## config.mk

```make
export PLATFORM = sky130hd
export DESIGN_NAME = snake_move_scheduler
export DESIGN_NICKNAME = d
export VERILOG_FILES = /design/src/rtl/snake_pkg.sv /design/src/rtl/snake_dir_queue.sv /design/src/rtl/snake_move_scheduler.sv
export SDC_FILE = /design/constraint.sdc
export NUM_CORES = 1
export LEC_CHECK = 0
export CORE_MARGIN = 5
export CORE_UTILIZATION = 30
export CTS_CLUSTER_DIAMETER = 80
export CTS_CLUSTER_SIZE = 20
export DETAILED_ROUTE_END_ITERATION = 8
export PLACE_DENSITY_LB_ADDON = 0.2
export SKIP_LAST_GASP = 1
export SYNTH_ARGS = -nofsm -noshare
export SYNTH_HDL_FRONTEND = slang
export SYNTH_SLANG_ARGS = --single-unit
```

## constraint.sdc

```tcl
create_clock -name CLOCK_50 -period 3.23 [get_ports CLOCK_50]
set_clock_uncertainty 0.2 [all_clocks]
set_input_delay 0.4845 -clock CLOCK_50 [delete_from_list [all_inputs] [get_ports CLOCK_50]]
set_output_delay 0.4845 -clock CLOCK_50 [all_outputs]
set_load 0.03 [all_outputs]
```

## src/rtl/snake_pkg.sv

```systemverilog
// Shared types for the snake move scheduler: direction codes, game-state
// encoding and the reversal helper.
package snake_pkg;

    typedef logic [1:0] dir_t;

    localparam dir_t DIR_UP    = 2'b00;
    localparam dir_t DIR_LEFT  = 2'b01;
    localparam dir_t DIR_RIGHT = 2'b10;
    localparam dir_t DIR_DOWN  = 2'b11;

    typedef enum logic [1:0] {
        IDLE = 2'b00,
        RUN  = 2'b01,
        WAIT = 2'b10,
        OVER = 2'b11
    } state_t;

    // Opposite directions are bitwise inverses of each other.
    function automatic dir_t opposite(input dir_t d);
        return ~d;
    endfunction

endpackage

```

## src/rtl/snake_dir_queue.sv

```systemverilog
// Two-entry turn queue with the reversal/repeat filter applied on entry.
module snake_dir_queue
    import snake_pkg::*;
(
    input  logic clk,
    input  logic rst_n,
    input  logic i_req_valid,
    input  dir_t i_req_dir,
    input  logic i_pop,
    input  dir_t i_cur_dir,
    output dir_t o_head,
    output dir_t o_tail,
    output logic o_empty,
    output logic o_full,
    output logic o_push
);

    dir_t       r_q0;
    dir_t       r_q1;
    logic [1:0] r_count;
    logic       w_pop;
    dir_t       w_ref;

    assign o_empty = (r_count == 2'd0);
    assign o_full  = (r_count == 2'd2);
    assign o_head  = r_q0;
    assign o_tail  = o_full ? r_q1 : r_q0;
    assign w_pop   = i_pop && !o_empty;

    // Post-pop tail, or the just-committed head when a pop empties the queue,
    // is always the current tail; only an empty queue falls back to cur_dir.
    assign w_ref  = o_empty ? i_cur_dir : o_tail;
    assign o_push = i_req_valid && (i_req_dir != w_ref) &&
                    (i_req_dir != opposite(w_ref)) && (!o_full || w_pop);

    // Queue storage and occupancy.
    always_ff @(posedge clk or negedge rst_n) begin
        if (!rst_n) begin
            r_q0    <= DIR_RIGHT;
            r_q1    <= DIR_RIGHT;
            r_count <= 2'd0;
        end else begin
            case ({w_pop, o_push})
                2'b10: begin
                    r_q0    <= r_q1;
                    r_count <= r_count - 2'd1;
                end
                2'b01: begin
                    if (o_empty) r_q0 <= i_req_dir;
                    else         r_q1 <= i_req_dir;
                    r_count <= r_count + 2'd1;
                end
                2'b11: begin
                    if (o_full) begin
                        r_q0 <= r_q1;
                        r_q1 <= i_req_dir;
                    end else begin
                        r_q0 <= i_req_dir;
                    end
                end
                default: r_count <= r_count;
            endcase
        end
    end

endmodule

```

## src/rtl/snake_move_scheduler.sv

```systemverilog
// Snake move pacing: tick counter, game FSM and step handshake.
// Define SNAKE_SPEEDUP_EN to let food_eaten shorten the tick period.
module snake_move_scheduler
    import snake_pkg::*;
#(
    parameter int TICK_DIV  = 12_500_000,
    parameter int TICK_STEP = 500_000,
    parameter int TICK_MIN  = 2_500_000,
    parameter int CNT_W     = 26
) (
    input  logic       CLOCK_50,
    input  logic       resetn,
    input  logic       dir_req_valid,
    input  logic [1:0] dir_req,
    input  logic       pause,
    input  logic       step_ready,
    input  logic       collision,
    input  logic       food_eaten,
    output logic       step_valid,
    output logic [1:0] step_dir,
    output logic [1:0] cur_dir,
    output logic       game_over,
    output logic [1:0] fsm_state
);

    localparam logic [CNT_W-1:0] P_DIV = CNT_W'(TICK_DIV);

    state_t           r_state;
    logic [CNT_W-1:0] r_cnt;
    logic             r_pending;
    logic             r_step_valid;
    logic             r_game_over;
    dir_t             r_step_dir;
    dir_t             r_cur_dir;
    logic [CNT_W-1:0] w_period;
    dir_t             w_head;
    dir_t             w_unused_tail;
    logic             w_empty;
    logic             w_unused_full;
    logic             w_push;
    logic             w_active;
    logic             w_cnt_en;
    logic             w_wrap;
    logic             w_fire;
    logic             w_kill;
    logic             w_req_en;

    assign w_active = (r_state == RUN) || (r_state == WAIT);
    assign w_kill   = w_active && collision;
    assign w_cnt_en = ((r_state == RUN) && !pause) || (r_state == WAIT);
    assign w_wrap   = w_cnt_en && (r_cnt == (w_period - CNT_W'(1)));
    assign w_fire   = (r_state == RUN) && !collision && (w_wrap || r_pending);
    assign w_req_en = dir_req_valid && (r_state != OVER) && !w_kill;

`ifdef SNAKE_SPEEDUP_EN
    localparam logic [CNT_W-1:0] P_STEP = CNT_W'(TICK_STEP);
    localparam logic [CNT_W-1:0] P_MIN  = CNT_W'(TICK_MIN);

    logic [CNT_W-1:0] r_period;
    logic [CNT_W-1:0] r_period_next;

    // Food shortens the staged period; the counter only adopts it on a wrap.
    always_ff @(posedge CLOCK_50 or negedge resetn) begin
        if (!resetn) begin
            r_period      <= P_DIV;
            r_period_next <= P_DIV;
        end else begin
            if (w_active && food_eaten && !collision) begin
                r_period_next <= (r_period_next >= (P_MIN + P_STEP)) ?
                                 (r_period_next - P_STEP) : P_MIN;
            end else begin
                r_period_next <= r_period_next;
            end
            if (w_wrap) r_period <= r_period_next;
            else        r_period <= r_period;
        end
    end

    assign w_period = r_period;
`else
    localparam int unused_speedup_params = TICK_STEP + TICK_MIN;
    logic w_unused_food;

    assign w_unused_food = food_eaten;
    assign w_period      = P_DIV;
`endif

    snake_dir_queue u_queue (
        .clk         (CLOCK_50),
        .rst_n       (resetn),
        .i_req_valid (w_req_en),
        .i_req_dir   (dir_req),
        .i_pop       (w_fire),
        .i_cur_dir   (r_cur_dir),
        .o_head      (w_head),
        .o_tail      (w_unused_tail),
        .o_empty     (w_empty),
        .o_full      (w_unused_full),
        .o_push      (w_push)
    );

    // Game FSM, tick counter, pending-tick flag and step handshake.
    always_ff @(posedge CLOCK_50 or negedge resetn) begin
        if (!resetn) begin
            r_state      <= IDLE;
            r_cnt        <= {CNT_W{1'b0}};
            r_pending    <= 1'b0;
            r_step_valid <= 1'b0;
            r_game_over  <= 1'b0;
            r_step_dir   <= DIR_RIGHT;
            r_cur_dir    <= DIR_RIGHT;
        end else begin
            case (r_state)
                IDLE: begin
                    r_cnt <= {CNT_W{1'b0}};
                    if (w_push) r_state <= RUN;
                end
                RUN: begin
                    if (collision) begin
                        r_state      <= OVER;
                        r_step_valid <= 1'b0;
                        r_game_over  <= 1'b1;
                    end else begin
                        if (w_cnt_en) r_cnt <= w_wrap ? {CNT_W{1'b0}} : (r_cnt + CNT_W'(1));
                        if (w_fire) begin
                            r_pending    <= 1'b0;
                            r_step_valid <= 1'b1;
                            r_state      <= WAIT;
                            if (!w_empty) begin
                                r_cur_dir  <= w_head;
                                r_step_dir <= w_head;
                            end else begin
                                r_step_dir <= r_cur_dir;
                            end
                        end
                    end
                end
                WAIT: begin
                    if (collision) begin
                        r_state      <= OVER;
                        r_step_valid <= 1'b0;
                        r_game_over  <= 1'b1;
                    end else begin
                        r_cnt <= w_wrap ? {CNT_W{1'b0}} : (r_cnt + CNT_W'(1));
                        // Only one missed tick is remembered while stalled.
                        if (w_wrap) r_pending <= 1'b1;
                        if (step_ready) begin
                            r_step_valid <= 1'b0;
                            r_state      <= RUN;
                        end
                    end
                end
                OVER: begin
                    r_step_valid <= 1'b0;
                    r_game_over  <= 1'b1;
                end
                default: r_state <= IDLE;
            endcase
        end
    end

    assign step_valid = r_step_valid;
    assign step_dir   = r_step_dir;
    assign cur_dir    = r_cur_dir;
    assign game_over  = r_game_over;
    assign fsm_state  = r_state;

endmodule

```

==> results.cfg, run 1 <==
[clock_tree]
ctsHoldBuffers = 0
cts_made_buffers = 5
cts_tree = yes
post_cts_buffers = 0
clk_pin_slew_worst_paths_ps = 80
cts.sinks = 39
clockRootBuffer = clkbuf_8
h-tree-depth = 2
cts_buffer_depth = 2
post_cts_resized = 0
clock_latency_ps = 290

[critical_path]
arrival_ps = 2970
rrSetupSlack_ps = 240
crit_path_max_fanout = 4
reg2reg_from = r_cnt[16]
path_class = flop to flop
rr_worst_depth = 11
cpPeakStageDelay_ps = 420
cp_common_cell = o21bai_1
path_buf_inv = 1
crit_family = simple AND/OR/NAND/NOR gates
worst_ep_required_time_ps = 3210
path_depth = 11
setup.worst_path.end_class = flop
worstPathCellList = nor4bb_1 -> o2111ai_1 -> or3_1 -> a21boi_2 -> o21bai_1 -> inv_1 -> ha_1 -> nor2_1 -> o21bai_1 -> a22o_1 -> mux2_2
crit_start = r_cnt[16]
timing.critical_path.slowest_stage_cell = nor4bb_1
rr_endpoint = u_queue.o_head[0]
critPathLaunchType = flop
worstSetupEndpoint = u_queue.o_head[0]

[yosys]
seq_area_frac_synth = 0.424
syn-cell-area_um2 = 2310
yosys_warnings = 0
yosys.cell_types.count = 48
ys_top_cells_by_area = dfrtp_1 (39%), nor2_1 (4.9%), o21ai_0 (4.8%)
avgSynthCellArea_um2 = 9.21
synth_ff_type = dfrtp_1
syn_inst = 251
yosysTopAreaCell = dfrtp_1
syn_nets = 268
synth-edff-count = 0
synth_most_common_cell = dfrtp_1
yosysTopAreaCellShare = 0.390
ys_top_cells_by_count = dfrtp_1 (36), nor2_1 (30), o21ai_0 (22), nand2_1 (19), nand3_1 (13)
synth-seq-cells = 39
async_flop_share = 1.00

[run]
max_cap_violations = 0

[placement]
portBuffers = 15
gp_congestion = 0.759
hpwl_um = 3770

[layout]
area_growth_pct = 20.2
drive_gt1_frac = 0.139
post-route-util = 0.365
fin_nets = 297
antenna_cells = 0

[global_routing]
grt_pass1_wl_um = 9180
grt_usage = 0.116
grt_overflow_total = 0
grt_max_degree = 40
antenna_found_initial = 0
first_global_vias = 1897

[power]
p_switching_mw = 0.840
max-vdd-ir-drop_uv = 246
intPower_mw = 1.22
power_leakage_nw = 1.20
swShare = 0.408
p_comb_frac = 0.482
p_seq_frac = 0.318
total_power_mw = 2.06
clkPwrFrac = 0.201
powerDensity_nw_per_um2 = 742

[sta]
max_freq_mhz = 335
rsz0062_at_grt = false
finalCritPeriodShare = 0.925
tns_ps = 0
setup_viol = 0
tightest_slew_ps = 887
max-slew-margin-rel = 0.408
hold_ws_ps = 112
period_minus_slack_ps = 2990
finalHoldViolCount = 0
drv_slew = 0

[outcome]
outcome = finished, final reports clean

[drt]
drt_iter0_markers = 84
drt-wirelength-per-cell_um = 13.4
detail-route-antenna-nets = 0
drt_pass1_iterations = 4
post-route-drc-count = 0
routed_wl_um = 5150
viasPerCell = 5.01
vias = 1919

[floorplan]
die-height_um = 97.8
die_w_um = 97.8
io_pins = 17
core_area_um2 = 7610
rows = 32
initial_core_util = 0.304
die_area_um2 = 9560

[min_path]
hp-class = input port to async pin
==> registers in the layout, indices dropped and copies added (netlist names) <==
| signal | count |
|---|---|
| cur_dir | 2 |
| fsm_state | 2 |
| game_over | 1 |
| r_cnt | 26 |
| r_pending | 1 |
| step_valid | 1 |
| u_queue.o_head | 2 |
| u_queue.r_count | 2 |
| u_queue.r_q1 | 2 |
==> cells in the final DEF, fill, tap and decap left out, types with 5 or more instances in the layout <==
cell type and n:
inv_1 9, clkbuf_8 5, a21oi_1 8, o21ai_0 22, xor2_1 9, nand2_1 19, and3_1 5, dfrtp_1 36
clkdlybuf4s50_1 14, nor2_1 30, ha_1 8, nand4_1 7, nor3_1 7, xnor2_1 7, nand3_1 13, buf_4 18
o31ai_1 5
==> layer usage <==
layer	vias up	track usage	wire length [um]
met3	2	0.0214	214
met1	935	0.162	2440
met4	0	0.0351	29
li1	951	-	-
met5	-	0	0
met2	31	0.183	2470
==> layout make-up <==
| type | count | area [um^2] |
|---|---|---|
| sequential | 39 | 980 |
| multi-input combinational | 192 | 1240 |
| clock buffer | 5 | 68.8 |
| fill | 781 | 4830 |
| inverter | 9 | 33.8 |
| tap | 102 | 128 |
| timing repair buffer | 33 | 280 |
| clock inverter | 3 | 43.8 |
==> power groups by stage <==
stage                     clock, mW  sequential (mW)  combinational, mW
after detailed placement          0            0.667               1.00
after global routing          0.444            0.669               1.12
after floorplan                   0            0.671              0.660
after global placement            0            0.664              0.999
final                         0.414            0.655              0.993
after CTS                     0.426            0.656               1.00
==> worst min-delay path by stage <==
stage,from,end,depth (start not counted)
final,resetn,step_valid,1
after detailed placement,game_over,game_over,2
after floorplan,resetn,cur_dir[0],0
after CTS,resetn,u_queue.r_count[1],1
after global placement,game_over,game_over,2
after global routing,resetn,r_cnt[10],1
==> logic make-up (layout without fill, tap and decap cells) <==
family                     count (synthesis)  after routing  share of synthesized area
and+or+nand+nor                          104            104                      0.229
AOI/OAI and AO/OA                         56             56                      0.164
DFF                                       39             39                      0.424
buffers and inverters                     20             50                     0.0374
xor gates and xnor gates                  17             17                     0.0704
adders and majority gates                  8              8                     0.0433
muxes                                      7              7                     0.0325
==> stage by stage <==
stage / setup WS, ps / std cells / instance area, um^2
detailed placement: 37.7 / 375 / 2670
CTS: 196 / 383 / 2780
floorplan: 72.6 / 251 / 2310
finish: 243 / 383 / 2780
global placement: 27.1 / 375 / 2670
global route: 5.69 / 383 / 2780
Note: power is estimated with default switching activity, not from simulation.
==> inputs of run 2 (changes only) <==
--- a/config.mk
+++ b/config.mk
@@ -12,6 +12,7 @@
 export DETAILED_ROUTE_END_ITERATION = 8
 export PLACE_DENSITY_LB_ADDON = 0.2
 export SKIP_LAST_GASP = 1
+export SLEW_MARGIN = 10
 export SYNTH_ARGS = -nofsm -noshare
 export SYNTH_HDL_FRONTEND = slang
 export SYNTH_SLANG_ARGS = --single-unit
==> constraint.sdc (replaced) <==
create_clock -name CLOCK_50 -period 3.4 [get_ports CLOCK_50]
set_clock_uncertainty 0.2 [all_clocks]
set_input_delay 0.51 -clock CLOCK_50 [delete_from_list [all_inputs] [get_ports CLOCK_50]]
set_output_delay 0.51 -clock CLOCK_50 [all_outputs]
set_load 0.03 [all_outputs]
==> run 2 against run 1 <==
Non-clock buffer count decreased by 9. Sequential share of layout area grew 1.2 points. Flip-flop and latch count is the same. Clock power fell by 20%. Via count decreased by 5.4%. Global-route usage fell by 0.28 points. Sequential power is 3% lower. Wire length is 1.9% lower. Combinational power down 10%. Worst hold slack gained 28 ps. Total power shrank 9.7%. Die area is the same. Critical endpoint unchanged.
==> results.cfg, run 2 (synthesized netlist as in run 1, its figures left out) <==
[layout]
area_growth_pct = 16.4
post-route-util = 0.354
antenna_cells = 0
final_common_cell = dfrtp_1
final_cell_mix = dfrtp_1 (36), nor2_1 (30), o21ai_0 (22)
finalInstanceArea_um2 = 2690
fin_nets = 288
largest_reg_flops = 26
drive_gt1_frac = 0.107
nFillCells = 806
top_register = r_cnt

[critical_path]
reg2reg_from = fsm_state[1]
crit_path_max_fanout = 5
crit_start = fsm_state[1]
rr_worst_depth = 13
crit_family = compound AO/OA/AOI/OAI gates
arrival_ps = 3080
worst_ep_required_time_ps = 3380
path_depth = 13
rr_endpoint = u_queue.o_head[0]
worstSetupEndpoint = u_queue.o_head[0]
critPathLaunchType = flop
worstPathCellList = inv_1 -> ha_1 -> nor2b_1 -> o2111ai_1 -> or3_1 -> a21boi_2 -> o21bai_1 -> inv_1 -> ha_1 -> nor2_1 -> o21bai_1 -> a22o_1 -> mux2_2
setup.worst_path.end_class = flop
path_class = flop to flop
rrSetupSlack_ps = 300
path_buf_inv = 2
cpPeakStageDelay_ps = 410
timing.critical_path.slowest_stage_cell = dfrtp_1

[drt]
routed_wl_um = 5050
drt-wirelength-per-cell_um = 13.5
detail-route-antenna-nets = 0
drt_iter0_markers = 115
drt_pass1_iterations = 4
post-route-drc-count = 0
vias = 1815
viasPerCell = 4.85

[sta]
max_freq_mhz = 322
rsz0062_at_grt = false
period_minus_slack_ps = 3100
finalHoldViolCount = 0
finalCritPeriodShare = 0.912
tns_ps = 0
setup_viol = 0
drv_slew = 0
tightest_slew_ps = 887
max-slew-margin-rel = 0.408

[clock_tree]
clockRootBuffer = clkbuf_8
clock_latency_ps = 290
cts_buffer_depth = 2
ctsHoldBuffers = 0
post_cts_buffers = 0
cts_made_buffers = 5
cts.sinks = 39
clk_pin_slew_worst_paths_ps = 80
h-tree-depth = 2
cts_tree = yes
post_cts_resized = 0

[outcome]
outcome = finished, final reports clean

[power]
intPower_mw = 1.08
p_comb_frac = 0.480
p_switching_mw = 0.781
clkPwrFrac = 0.178
powerDensity_nw_per_um2 = 692
power_leakage_nw = 1.15
swShare = 0.420
p_seq_frac = 0.342
max-vdd-ir-drop_uv = 234
total_power_mw = 1.86

[floorplan]
io_pins = 17
die-height_um = 97.8
initial_core_util = 0.304
rows = 32
core_area_um2 = 7610
die_area_um2 = 9560
die_w_um = 97.8

[global_routing]
grt_overflow_total = 0
grt_pass1_wl_um = 8940
grt_usage = 0.113
grt_max_degree = 40
antenna_found_initial = 0
first_global_vias = 1840

[placement]
gp_congestion = 0.738
place_area_um2 = 2600
portBuffers = 15
hpwl_um = 3630

[run]
max_cap_violations = 0

[min_path]
hp-class = input port to async pin
run 2: cell types whose count changed in the layout (fill, tap and decap cells not counted):
| cell | before | now |
|---|---|---|
| buf_4 | 18 | 9 |
| bufinv_16 | 1 | 0 |
| clkbuf_1 | 0 | 1 |
| clkbuf_8 | 5 | 6 |
| clkinv_4 | 1 | 0 |
run 2: final cells by class:
class | count | area, um^2 | share of cell area
Clock buffer | 7 | 86.3 | 0.0321
Clock inverter | 1 | 5.00 | 0.00186
Inverter | 9 | 33.8 | 0.0126
Multi-Input combinational cell | 192 | 1240 | 0.463
Sequential cell | 39 | 980 | 0.364
Tap cell | 102 | 128 | 0.0474
Timing Repair Buffer | 24 | 213 | 0.0791
run 2: metrics by stage:
step,hold slack [ps],instances,setup slack (ps)
floorplan,14.4,251,243
global route,222,374,12.7
finish,140,374,299
global placement,290,366,122
CTS,182,374,270
detailed placement,295,366,126
run 2: power by group through the flow:
stage	Combinational [mW]	Clock [mW]	Sequential, mW
4_1_cts	0.902	0.340	0.638
3_3_place_gp	0.901	0	0.648
5_1_grt	1.01	0.366	0.650
3_5_place_dp	0.898	0	0.647
6_report	0.893	0.331	0.637
2_1_floorplan	0.627	0	0.637
run 2: worst min path at each step:
stage	endpoint	slack [ps]	depth (start not counted)
final	u_queue.r_q1[0]	140	1
after global routing	u_queue.r_q1[0]	220	1
after CTS	r_cnt[8]	180	1
after detailed placement	game_over	290	2
after global placement	game_over	290	2
after floorplan	cur_dir[0]	10	0
run 2: routing by layer:
metal | vias up | global-route usage | wire, um
met5 | - | 0 | 0
met4 | 0 | 0.0288 | 29
met3 | 2 | 0.0243 | 142
met2 | 19 | 0.176 | 2290
met1 | 869 | 0.160 | 2590
li1 | 925 | - | -
run 2: worst register-to-register path: stages (launching register included):
cell	delay, ps
dfrtp_1	410
inv_1	130
ha_1	240
nor2b_1	170
o2111ai_1	100
or3_1	380
a21boi_2	200
o21bai_1	120
inv_1	80
ha_1	230
nor2_1	80
o21bai_1	170
a22o_1	230
mux2_2	260
==> inputs of run 3 (changes only) <==
--- a/config.mk
+++ b/config.mk
@@ -10,6 +10,8 @@
 export CTS_CLUSTER_DIAMETER = 80
 export CTS_CLUSTER_SIZE = 20
 export DETAILED_ROUTE_END_ITERATION = 8
+export GPL_TIMING_DRIVEN = 0
+export MAX_ROUTING_LAYER = met4
 export PLACE_DENSITY_LB_ADDON = 0.2
 export SKIP_LAST_GASP = 1
 export SLEW_MARGIN = 10
==> run 3 against run 2 <==
Clock-buffer cell count fell by 1. Fmax down 1.5%. Sequential power decreased by 6.0%. Critical path depth rose by 1. Die area unchanged. Utilization rose by 1.1 points. Clock power up 41%. Via count up 2.5%.
==> results.cfg, run 3 (synthesized netlist as in run 1, its figures left out) <==
[outcome]
outcome = finished, final reports clean

[sta]
period_minus_slack_ps = 3150
setup_viol = 0
drv_slew = 0
max_freq_mhz = 318
finalCritPeriodShare = 0.926
rsz0062_at_grt = false
tightest_slew_ps = 653
finalHoldViolCount = 0
hold_ws_ps = 294
max-slew-margin-rel = 0.561

[floorplan]
rows = 32
core_area_um2 = 7610
die-height_um = 97.8
die_area_um2 = 9560
io_pins = 17
initial_core_util = 0.304
die_w_um = 97.8

[drt]
vias = 1860
drt_pass1_iterations = 4
drt-wirelength-per-cell_um = 13.7
detail-route-antenna-nets = 0
post-route-drc-count = 0
routed_wl_um = 5170
viasPerCell = 4.92
drt_iter0_markers = 98

[critical_path]
crit_path_max_fanout = 6
worst_ep_required_time_ps = 3390
crit_start = fsm_state[1]
critPathLaunchType = flop
path_class = flop to flop
arrival_ps = 3130
reg2reg_from = fsm_state[1]
setup.worst_path.end_class = flop

[min_path]
hp-class = flop to flop
hp-start = game_over

[global_routing]
met1_usage = 0.154
grt_overflow_total = 0
use_met2 = 0.186
top_usage_layer = met2
antenna_found_initial = 0
grt_use_met3 = 0.0250
grt_pass1_wl_um = 9220
first_global_vias = 1903
grt_max_degree = 27
grt_usage = 0.120

[layout]
top_register = r_cnt
area_growth_pct = 20.1
multi_input_area_um2 = 1270
final_cell_mix = dfrtp_1 (36), nor2_1 (30), o21ai_0 (22)
final_common_cell = dfrtp_1
seq_area_um2 = 980
fin_cells = 378
fin_nets = 292
post-route-util = 0.365
nFillCells = 798
largest_reg_flops = 26
drive_gt1_frac = 0.112
antenna_cells = 0

[power]
powerDensity_nw_per_um2 = 716
intPower_mw = 1.20
p_switching_mw = 0.788
max-vdd-ir-drop_uv = 221
clkPwrFrac = 0.234
p_seq_frac = 0.301
p_comb_frac = 0.464
total_power_mw = 1.99
swShare = 0.396
power_leakage_nw = 1.16

[placement]
gp_congestion = 0.832
dp.cells = 369
hpwl_um = 3770
portBuffers = 15

[clock_tree]
clockRootBuffer = clkbuf_8
post_cts_buffers = 0
cts_buffer_depth = 2
clock_latency_ps = 300
cts_made_buffers = 5
h-tree-depth = 2
cts.sinks = 39
clk_pin_slew_worst_paths_ps = 80
cts_tree = yes

[run]
max_cap_violations = 0
## run 3: cell types whose count changed in the layout (fill, tap and decap cells not counted), moves of 2 or more
cell / previous run / this run
buf_2: 1 / 4
buf_4: 9 / 2
bufinv_16: 0 / 2
clkbuf_1: 1 / 6
ha_1: 8 / 4
ha_2: 0 / 2
ha_4: 0 / 2
## run 3: final cells by class
cell class	instances	share of cell area
clock inverter	2	0.0216
sequential	39	0.353
buffer	11	0.0189
inverter	9	0.0122
clock buffer	6	0.0261
multi-input combinational	192	0.459
timing repair buffer	17	0.0631
tap	102	0.0460
## run 3: critical path: stages, from the launching register on
cell and delay (ps):
dfrtp_1 420, inv_1 140, ha_2 230, nor2b_1 140, o2111ai_1 100, or3_1 310
buf_2 160, a21boi_2 180, o21bai_1 150, inv_2 120, ha_4 160, nor2_1 70
o21bai_1 170, a22o_1 240, mux2_2 260
## run 3: power by group through the flow
stage	registers, mW	clock network, mW	logic, mW
final	0.599	0.466	0.924
after global routing	0.610	0.504	1.05
after CTS	0.599	0.488	0.925
after detailed placement	0.608	0	0.924
after global placement	0.608	0	0.917
after floorplan	0.637	0	0.627
## run 3: stage by stage
stage	setup slack, ps	instance area, um^2	TNS [ps]
finish	253	2780	0
floorplan	243	2310	0
global placement	-20.7	2590	-20.7
detailed placement	-38.9	2600	-48.0
CTS	96.2	2750	0
global route	46.7	2780	0
## run 3: metal layers
| metal | wire, um | part of all wire |
|---|---|---|
| met4 | 92 | 0.018 |
| met1 | 2540 | 0.49 |
| met3 | 150 | 0.029 |
| met2 | 2380 | 0.46 |
| met5 | 0 | 0 |
## run 3: path summary, 6_finish.rpt
kind,endpoint,slack [ps],depth (start not counted)
worst max-delay path,u_queue.o_head[0],250,14
worst min register to register,game_over,290,2
min in group asynchronous,u_queue.r_q1[0],450,2
worst min-delay path,game_over,290,2
worst max register to register,u_queue.o_head[0],250,14
max in group asynchronous,cur_dir[1],2030,3
## run 3: what timing repair did
action                     4_1_cts  5_1_grt
setup endpoints to repair        0        2
hold buffers                     1        0
gates resized for setup          0        7
hold endpoints to repair        12        0
